<file path="src/rtl/eq_run_pkg.sv">
// Shared definitions for the equal-run detector.
//   state_t        : detector FSM states (IDLE / RUN / HIT)
//   DEF_W          : default compared word width
//   DEF_RUN_LEN    : default number of consecutive equal samples for a hit
//   HIT_TOTAL_MAX  : saturation value of the 16-bit hit counter
package eq_run_pkg;

  typedef enum logic [1:0] {
    ST_IDLE = 2'd0,
    ST_RUN  = 2'd1,
    ST_HIT  = 2'd2
  } state_t;

  localparam int unsigned DEF_W         = 8;
  localparam int unsigned DEF_RUN_LEN   = 4;
  localparam logic [15:0] HIT_TOTAL_MAX = 16'hFFFF;

endpackage

</file>
<file path="src/rtl/eq_n.sv">
// Purely combinational W-bit equality comparator.
//   a, b : words to compare
//   eq   : 1 when all W bits of a and b match
// Built from one 1-bit equality cell per bit, AND-reduced.

module eq_cell (
  input  logic a,
  input  logic b,
  output logic eq
);

  assign eq = ~(a ^ b);

endmodule

module eq_n #(
  parameter int unsigned W = 8
) (
  input  logic [W-1:0] a,
  input  logic [W-1:0] b,
  output logic         eq
);

  logic [W-1:0] bit_eq;

  for (genvar i = 0; i < int'(W); i++) begin : g_bit
    eq_cell u_cell (
      .a  (a[i]),
      .b  (b[i]),
      .eq (bit_eq[i])
    );
  end

  assign eq = &bit_eq;

endmodule

</file>
<file path="src/rtl/eq_run_detector.sv">
// Equal-run detector: counts consecutive accepted samples equal to a
// loaded reference word and pulses hit when RUN_LEN of them are seen.
//   clk, reset : clock, asynchronous active-high reset
//   ref_load   : latch ref_in as reference (priority over samples)
//   ref_in     : reference word
//   in_valid   : sample presented on in_data
//   in_data    : sample word
//   in_ready   : sample accepted when in_valid && in_ready
//   eq         : registered equality of the last accepted sample
//   run_cnt    : consecutive equal accepted samples
//   hit        : one-cycle pulse after the RUN_LEN-th equal sample
//   hit_total  : saturating count of hits since reset

module eq_run_detector
  import eq_run_pkg::*;
#(
  parameter int unsigned W       = DEF_W,
  parameter int unsigned RUN_LEN = DEF_RUN_LEN
) (
  input  logic         clk,
  input  logic         reset,
  input  logic         ref_load,
  input  logic [W-1:0] ref_in,
  input  logic         in_valid,
  input  logic [W-1:0] in_data,
  output logic         in_ready,
  output logic         eq,
  output logic [7:0]   run_cnt,
  output logic         hit,
  output logic [15:0]  hit_total
);

  localparam logic [7:0] RUN_LEN_C = 8'(RUN_LEN);

  state_t       state_q, state_d;
  logic [W-1:0] ref_q;
  logic         eq_q;
  logic [7:0]   run_cnt_q;
  logic [15:0]  hit_total_q;

  logic         match;
  logic         accept;
  logic [7:0]   cnt_inc;

  eq_n #(.W(W)) u_eq (
    .a  (in_data),
    .b  (ref_q),
    .eq (match)
  );

  assign accept  = in_valid && in_ready;
  assign cnt_inc = run_cnt_q + 8'd1;

  // State register
  always_ff @(posedge clk or posedge reset) begin
    if (reset) state_q <= ST_IDLE;
    else       state_q <= state_d;
  end

  // Next-state logic
  always_comb begin
    state_d = state_q;
    unique case (state_q)
      ST_IDLE: if (ref_load) state_d = ST_RUN;
      ST_RUN: begin
        if (ref_load)                                     state_d = ST_RUN;
        else if (accept && match && cnt_inc == RUN_LEN_C) state_d = ST_HIT;
      end
      ST_HIT:  state_d = ST_RUN;
      default: state_d = ST_IDLE;
    endcase
  end

  // Output logic
  always_comb begin
    in_ready = (state_q == ST_RUN) && !ref_load;
    hit      = (state_q == ST_HIT);
  end

  // Datapath registers. A hit is counted even when ref_load arrives in
  // the HIT cycle, since the pulse is still presented on hit.
  always_ff @(posedge clk or posedge reset) begin
    if (reset) begin
      ref_q       <= '0;
      eq_q        <= 1'b0;
      run_cnt_q   <= '0;
      hit_total_q <= '0;
    end else begin
      if (state_q == ST_HIT && hit_total_q != HIT_TOTAL_MAX)
        hit_total_q <= hit_total_q + 16'd1;

      if (ref_load) begin
        ref_q     <= ref_in;
        run_cnt_q <= '0;
        eq_q      <= 1'b0;
      end else if (state_q == ST_HIT) begin
        run_cnt_q <= '0;
      end else if (accept) begin
        if (match) begin
          eq_q      <= 1'b1;
          run_cnt_q <= cnt_inc;
        end else begin
          eq_q      <= 1'b0;
          run_cnt_q <= '0;
        end
      end
    end
  end

  assign eq        = eq_q;
  assign run_cnt   = run_cnt_q;
  assign hit_total = hit_total_q;

endmodule

</file>
<file path="config.mk">
export PLATFORM = sky130hd
export DESIGN_NAME = eq_run_detector
export DESIGN_NICKNAME = d
export VERILOG_FILES = /design/src/rtl/eq_run_pkg.sv /design/src/rtl/eq_n.sv /design/src/rtl/eq_run_detector.sv
export SDC_FILE = /design/constraint.sdc
export NUM_CORES = 1
export LEC_CHECK = 0
export CORE_MARGIN = 2
export CORE_UTILIZATION = 56
export DETAILED_ROUTE_END_ITERATION = 8
export DONT_BUFFER_PORTS = 1
export PLACE_DENSITY_LB_ADDON = 0.2
export SLEW_MARGIN = 20
export SYNTH_ARGS = -nofsm -noshare
export SYNTH_HDL_FRONTEND = slang
export SYNTH_SLANG_ARGS = --single-unit
</file>
<file path="constraint.sdc">
create_clock -name clk -period 1.75 [get_ports clk]
set_clock_uncertainty 0.15 [all_clocks]
set_input_delay 0.35 -clock clk [delete_from_list [all_inputs] [get_ports clk]]
set_output_delay 0.35 -clock clk [all_outputs]
set_load 0.02 [all_outputs]
</file>
Yosys cells after proc, flatten, opt, wreduce, memory -nomap -nowiden
Index checks and enable logic that the tools add are counted. Widths: inputs -> output; s select.

Add/sub/neg operators: 2. Eq/ne operators: 7. Mux-type cells: 12. Bitwise logic cells: 16. Reductions and logical operators: 12.

Operator list (number): $mux 8 (4); $add 16x1->16 const B (1); $ne 16x16->1 const B (1); $add 8x1->8 const B (1); $eq 8x3->1 const B (1); $not 1->1 (8); $reduce_and 8->1 (1); $xor 1x1->1 (8); $mux 2 (3); $pmux 2 s3 (1); $logic_and 1x1->1 (5); $mux 1 (4); $ne 2x2->1 const B (2); $reduce_and 2->1 (2); $ne 3x3->1 const B (1); $reduce_bool 3->1 (1); $eq 2x1->1 const B (1); $eq 2x2->1 const B (1); $logic_not 2->1 (1); $reduce_bool 2->1 (1); $logic_not 1->1 (1).

Register bits after elaboration: 35. Input port bits: 20. Output and inout port bits: 27. Logic and storage cells: 54.

Depth between registers and ports, before layout
Gate-level depths: netlist of the first run.

Word-level depth: 8. Depth in mapped cells: 5. Depth with buffers taken out: 5.

Modules after synthesis
A second synthesis of the first run with hierarchy kept.

Cell total of the unflattened synthesis: 176. Area, all modules: 1850.5 µm².

Modules (own cells, without submodules): eq_run_detector (times used 1, cells an instance 165, area an instance 1764.2 µm², sequential area each 875.8 µm²); eq_cell (times used 8, cells an instance 1, area an instance 8.8 µm², sequential area each 0.0 µm²); eq_n (times used 1, cells an instance 3, area an instance 16.3 µm², sequential area each 0.0 µm²).

Least setup slack after synthesis of the first run
OpenSTA, ideal clock, no wires.

Path type: register to register. Start point: reg hit_total_q[0] (netlist: hit_total[0]). End point: reg hit_total_q[1] (netlist: hit_total[1]). Library setup time: 125 ps. Arrival: 1802 ps. Required time: 1475 ps. Path slack: -327 ps. Cell stages (with the launch flop): 5. Buffers on the path: 0. Clock period less this slack: 2077 ps. Cell sequence: dfrtp_1 ha_1 nand4_4 o41ai_4 mux2_4.

Cells in the longest elaborated chain, start to end: 2. Elaborated cells on any way between the ends: 3. Classes of those cells: add/sub (1); eq/ne (1); reduce/logical (1).

RTL lines: start, declared (line eq_run_detector.sv:39) `logic [15:0] hit_total_q;`; start signal, assigned (line eq_run_detector.sv:90) `hit_total_q <= hit_total_q + 16'd1;`; branches (longest 2 deep; another with $add 16x1->16).

Parallel ways; which one is timed is not known. A chain may end at the register's enable or synchronous reset.

Final worst setup path of the first run
Start point: reg run_cnt_q[5] (netlist: run_cnt[5]). End point: reg state_q[0].

Cells in the longest elaborated chain, start to end: 5.

RTL lines: start, declared (line eq_run_detector.sv:38) `logic [7:0] run_cnt_q;`; start signal, assigned (line eq_run_detector.sv:101) `run_cnt_q <= cnt_inc;`; $add 8x1->8 (line eq_run_detector.sv:52) `assign cnt_inc = run_cnt_q + 8'd1;`; $eq 8x3->1 (line eq_run_detector.sv:67) `else if (accept && match && cnt_inc == RUN_LEN_C) state_d = ST_HIT;`; $logic_and 1x1->1 (line eq_run_detector.sv:67); $ne 3x3->1 (no source line); $reduce_and 2->1 (no source line); end signal, assigned (line eq_run_detector.sv:57) `else state_q <= state_d;`; end, declared (line eq_run_detector.sv:35) `state_t state_q, state_d;`.

Every way passes these cells.

==> results.sh, run 1 <==
export IMPL_clockBufferDepth=2
export IMPL_timing_hold_ws_ps=24.9
export IMPL_synth_edf_count=0
export IMPL_final_hold_violation_count=0
export IMPL_seqCellArea_um2=895
export IMPL_cp_startpoint="run_cnt[5]"
export IMPL_critPathMaxFanout=2
export IMPL_clkPwrFrac_pct=29.9
export IMPL_cp_arrival_ps=1940
export IMPL_r2r_end="state_q[0]"
export IMPL_cp_depth=4
export IMPL_r2r_start="run_cnt[5]"
export IMPL_first_global_vias=1517
export IMPL_synth_flop_cell="dfrtp_1"
export IMPL_final_cell_mix="buf_4, dfrtp_1, nand2_1, xor2_1, dfrtp_2"
export IMPL_period_minus_slack_ps=1860
export IMPL_multi_input_area_um2=970
export IMPL_grt_busiest_layer="met2"
export IMPL_fin_util_pct=76.9
export IMPL_fin_area_um2=2350
export IMPL_portBuffers=0
export IMPL_start_util_pct=58.6
export IMPL_required_ps=1820
export IMPL_ys_types=35
export IMPL_cts_tree="done"
export IMPL_yosys_register_bits=35
export IMPL_vias_per_cell=5.71
export IMPL_rsz0062_at_grt="yes"
export IMPL_grt_use_met2_pct=41.6
export IMPL_place_congestion=0.849
export IMPL_cp_start_kind="flop"
export IMPL_setup_violations_final=1
export IMPL_pin_count=47
export IMPL_avgRoutedWirePerCell_um=15.5
export IMPL_period_share_pct=107
export IMPL_ir_worst_vdd_uv=533
export IMPL_ys_seq_area_share_pct=49.0
export IMPL_syn2layout_area_growth_pct=31.3
export IMPL_die_width_um=60.5
export IMPL_synthesis_area_um2=1790
export IMPL_power_density_nw_per_um2=582
export IMPL_drive_above_1_share_pct=39.3
export IMPL_drc_errors=0
export IMPL_critical_path_buf_inv_count=0
export IMPL_intPower_mw=1.04
export IMPL_grt_overflow_total=0
export IMPL_yosys_warnings=0
export IMPL_die_area_um2=3660
export IMPL_core_area_um2=3050
export IMPL_violations="negative setup slack"
export IMPL_fp_dieH_um=60.5
export IMPL_cpPeakStageDelay_ps=540
export IMPL_wl_um=4000
export IMPL_p_seq_share_pct=61.4
export IMPL_cts_max_level=2
export IMPL_maxSlewHeadroom_pct=71.1
export IMPL_clk_pin_slew_ps=100
export IMPL_initialDrtViolationCount=101
export IMPL_path_class="reg2reg"
export IMPL_drv_cap=0
export IMPL_hpwl_um=2840
export IMPL_postSynthNetCount=186
export IMPL_vias=1473
export IMPL_worst_pin_slew_ps=433
export IMPL_setup_slack_ps=-115
export IMPL_worstSkewPairLatency_ps=330
export IMPL_antenna_found_initial=0
export IMPL_grt_pass1_wl_um=6440
export IMPL_grt_use_total_pct=24.0
export IMPL_drt_first_pass_iters=4
export IMPL_cts_root_buf="clkbuf_4"
export IMPL_nets=235
export IMPL_layout_commonest_cell="buf_4"
export IMPL_crit_chain="or4_4 -> nor4b_4 -> a41oi_2 -> a211o_1"
export IMPL_p_sw_share_pct=23.6
export IMPL_rrSetupSlack_ps=-110
export IMPL_setup_worst_path_end="state_q[0]"
export IMPL_num_rows=20
export IMPL_critical_path_top_delay_family="simple AND/OR/NAND/NOR gates"
export IMPL_reg2reg_depth=4
export IMPL_switchingPower_uw=323
export IMPL_fillCellCount=215
export IMPL_p_leak_nw=1.06
export IMPL_antenna_cells=0
export IMPL_status="finished with violations"
export IMPL_grt_use_met3_pct=7.68
export IMPL_avgSynthCellArea_um2=10.9
export IMPL_cts_sinks=35
export IMPL_max_clock_freq_mhz=536
export IMPL_ant_nets=0
export IMPL_syn_inst=164
export IMPL_grt_use_met1_pct=28.4
export IMPL_hold_path_class="in2reg"
export IMPL_synth_async_sr_flop_share_pct=100
export IMPL_drv_slew=0
export IMPL_dpl_cell_area_um2=2140
export IMPL_grt_max_degree=36
export IMPL_worst_path_max_delay_cell="or4_4"
export IMPL_numCtsBuffers=5
export IMPL_pwr_share_comb_pct=8.7
export IMPL_endpoint_kind="flop"
-- routing by layer --
| layer | up-vias | wire length [um] |
|---|---|---|
| met3 | 7 | 291 |
| li1 | 683 | - |
| met5 | - | 0 |
| met2 | 61 | 2060 |
| met4 | 0 | 49 |
| met1 | 722 | 1600 |
-- state kept, by name, indices dropped and copies added, names as in the netlist --
signal	cells
ref_q	8
hit_total	16
run_cnt	8
state_q	2
eq	1
-- through the flow --
| stage | TNS, ps | instances | power (mW) | setup WS, ps |
|---|---|---|---|---|
| 6_report | -115 | 258 | 1.37 | -115 |
| 5_1_grt | -222 | 258 | 1.44 | -184 |
| 4_1_cts | -110 | 254 | 1.38 | -110 |
| 3_5_place_dp | -106 | 239 | 0.957 | -106 |
| 3_3_place_gp | -77.1 | 239 | 0.953 | -77.1 |
| 2_1_floorplan | -447 | 164 | 0.932 | -120 |
-- repair_timing --
action                     CTS  global route
cloned                       0             0
hold buffers                 7             2
resized for setup            5             6
pin swaps                    0             0
buffers inserted             0             2
hold endpoints to repair    41             6
setup endpoints to repair    3            10
-- power by group through the flow --
stage | clock (mW) | combinational (mW) | sequential (mW)
CTS | 0.426 | 0.114 | 0.840
detailed placement | 0 | 0.101 | 0.856
global route | 0.464 | 0.131 | 0.842
floorplan | 0 | 0.0793 | 0.853
global placement | 0 | 0.0983 | 0.854
finish | 0.408 | 0.119 | 0.839
-- cells by family after synthesis --
| family | Yosys count | share of synthesized area [%] |
|---|---|---|
| and+or+nand+nor | 72 | 23.3 |
| DFF | 35 | 49.0 |
| xor gates and xnor gates | 24 | 11.7 |
| AOI/OAI and AO/OA | 15 | 6.85 |
| muxes | 9 | 5.87 |
| buffers and inverters | 7 | 1.89 |
| adders and majority gates | 2 | 1.40 |
-- how the worst min path moves through the flow --
stage                         start        to  cells after the start
after floorplan               reset        eq                      1
after global placement        reset  ref_q[6]                      2
after detailed placement      reset  ref_q[6]                      2
after CTS                  ref_load  ref_q[5]                      1
after global routing       ref_load  ref_q[7]                      1
final                     ref_in[3]  ref_q[3]                      1
-- worst register-to-register path: stages, from the launching register on --
cell and delay, ps:
dfrtp_2 410, or4_4 540, nor4b_4 270, a41oi_2 150, a211o_1 240
-- synth_stat cells (all sizes together) (2+ instances only) --
library cell | number | area (um2)
and3 | 3 | 18.8
buf | 2 | 15.0
dfrtp | 35 | 876
ha | 2 | 25.0
inv | 4 | 15.0
mux2 | 9 | 105
nand2 | 19 | 71.3
nand3 | 10 | 50.1
nand4 | 7 | 65.1
nor2 | 8 | 30.0
nor2b | 3 | 18.8
nor3 | 13 | 65.1
o211ai | 4 | 30.0
o21ai | 6 | 30.0
xnor2 | 8 | 70.1
xor2 | 16 | 140
-- final cells by class --
cell class	instances	area share (%)
timing repair buffer	45	15.5
clock buffer	7	1.92
clock inverter	1	0.213
sequential	35	38.1
multi-input combinational	122	41.3
inverter	4	0.639
tap	44	2.34
Power figures use the tool's default switching activity.
==> run 2: changes to the inputs <==
Settings changed: HOLD_SLACK_MARGIN set to 0.06.
==> results.sh, run 2 (synthesis results as in run 1) <==
export IMPL_cts_tree="done"
export IMPL_grt_busiest_layer="met2"
export IMPL_pin_count=47
export IMPL_p_leak_nw=1.07
export IMPL_hpwl_um=2840
export IMPL_grt_pass1_wl_um=6700
export IMPL_nets=236
export IMPL_syn2layout_area_growth_pct=31.8
export IMPL_final_hold_violation_count=0
export IMPL_drv_slew=0
export IMPL_cts_max_level=2
export IMPL_grt_max_degree=36
export IMPL_power_density_nw_per_um2=581
export IMPL_drv_cap=0
export IMPL_cts_sinks=35
export IMPL_rsz0062_at_grt="yes"
export IMPL_final_cells=259
export IMPL_r2r_start="run_cnt[5]"
export IMPL_setup_violations_final=1
export IMPL_min_from="ref_load"
export IMPL_largest_register_ffs=16
export IMPL_drc_errors=0
export IMPL_grt_use_total_pct=25.1
export IMPL_endpoint_kind="flop"
export IMPL_holdPathEnd="run_cnt[2]"
export IMPL_vias_per_cell=5.70
export IMPL_reg2reg_depth=4
export IMPL_ant_nets=0
export IMPL_clockBufferDepth=2
export IMPL_initialDrtViolationCount=100
export IMPL_drive_above_1_share_pct=39.1
export IMPL_required_ps=1820
export IMPL_worst_pin_slew_ps=440
export IMPL_fp_dieH_um=60.5
export IMPL_antenna_found_initial=0
export IMPL_r2r_end="state_q[0]"
export IMPL_setup_slack_ps=-114
export IMPL_place_ws_ps=-106
export IMPL_hold_depth=4
export IMPL_first_global_vias=1577
export IMPL_violations="negative setup slack"
export IMPL_worstSkewPairLatency_ps=330
export IMPL_max_clock_freq_mhz=537
export IMPL_ir_worst_vdd_uv=509
export IMPL_die_width_um=60.5
export IMPL_vias=1477
export IMPL_grt_use_met1_pct=28.6
export IMPL_final_cell_mix="buf_4, dfrtp_1, nand2_1, xor2_1, dfrtp_2"
export IMPL_place_congestion=0.849
export IMPL_num_rows=20
export IMPL_cp_arrival_ps=1940
export IMPL_antenna_cells=0
export IMPL_path_class="reg2reg"
export IMPL_period_minus_slack_ps=1860
export IMPL_clk_pin_slew_ps=100
export IMPL_avgRoutedWirePerCell_um=16.2
export IMPL_grt_use_met3_pct=8.32
export IMPL_start_util_pct=58.6
export IMPL_numCtsBuffers=5
export IMPL_status="finished with violations"
export IMPL_wl_um=4190
export IMPL_cp_start_kind="flop"
export IMPL_portBuffers=0
export IMPL_grt_overflow_total=0
export IMPL_drt_first_pass_iters=4
export IMPL_period_share_pct=106
export IMPL_hold_path_class="in2reg"
export IMPL_cts_root_buf="clkbuf_4"
export IMPL_dp_cells=239
export IMPL_critPathMaxFanout=2
export IMPL_layout_commonest_cell="buf_4"
export IMPL_rrSetupSlack_ps=-110
export IMPL_core_area_um2=3050
export IMPL_die_area_um2=3660
export IMPL_maxSlewHeadroom_pct=70.7
export IMPL_grt_use_met2_pct=44.7
[run 2: changes by cell type in the layout (fill, tap and decap cells not counted)]
cell / change
dlygate4sd3_1: +1
[run 2: layer usage]
metal | part of all wire (%) | vias to the layer above | routed length, um
met5 | 0 | - | 0
met4 | 1.0 | 0 | 43
met3 | 6.3 | 5 | 266
met2 | 53 | 50 | 2220
met1 | 40 | 737 | 1670
li1 | - | 685 | -
[run 2: power by group]
part | internal (mW) | switching, mW
Sequential | 0.827 | 0.0137
Combinational | 0.0625 | 0.0617
Clock | 0.157 | 0.249
Total | 1.05 | 0.325
[run 2: per-stage QoR]
stage                     area [um2]  power, mW  utilization, %  TNS, ps  hold slack (ps)
after floorplan                 1840      0.932               -     -447              351
final                           2360       1.37            77.3     -114              198
after global placement          2140      0.953            70.0    -77.1              207
after global routing            2360       1.44            77.3     -228              203
after CTS                       2310       1.39            75.7     -110              181
after detailed placement        2140      0.957            70.0     -106              216
[run 2: worst max path at each step]
stage | end | cells after the start | slack (ps) | startpoint
2_1_floorplan | state_q[0] | 4 | -120 | run_cnt[5]
5_1_grt | state_q[0] | 4 | -180 | run_cnt[5]
6_report | state_q[0] | 4 | -110 | run_cnt[5]
4_1_cts | state_q[0] | 4 | -110 | run_cnt[5]
3_3_place_gp | state_q[0] | 4 | -80 | run_cnt[5]
3_5_place_dp | state_q[0] | 4 | -110 | run_cnt[5]
[run 2: worst max-delay path, stage by stage (launching register included)]
cell     delay, ps
dfrtp_2        410
or4_4          540
nor4b_4        270
a41oi_2        150
a211o_1        240
[run 2: timing repair]
| action | CTS | global route |
|---|---|---|
| setup buffers | 0 | 2 |
| endpoints found under the setup margin | 3 | 10 |
| hold endpoints to repair | 45 | 0 |
| hold buffers | 10 | 0 |
| gates resized for setup | 5 | 6 |
[run 2: layout make-up]
cell class / count / area, um2
clock buffer: 7 / 45.0
clock inverter: 1 / 5.00
fill: 214 / 694
inverter: 4 / 15.0
multi-input combinational: 122 / 970
sequential: 35 / 895
tap: 44 / 55.1
timing repair buffer: 46 / 374
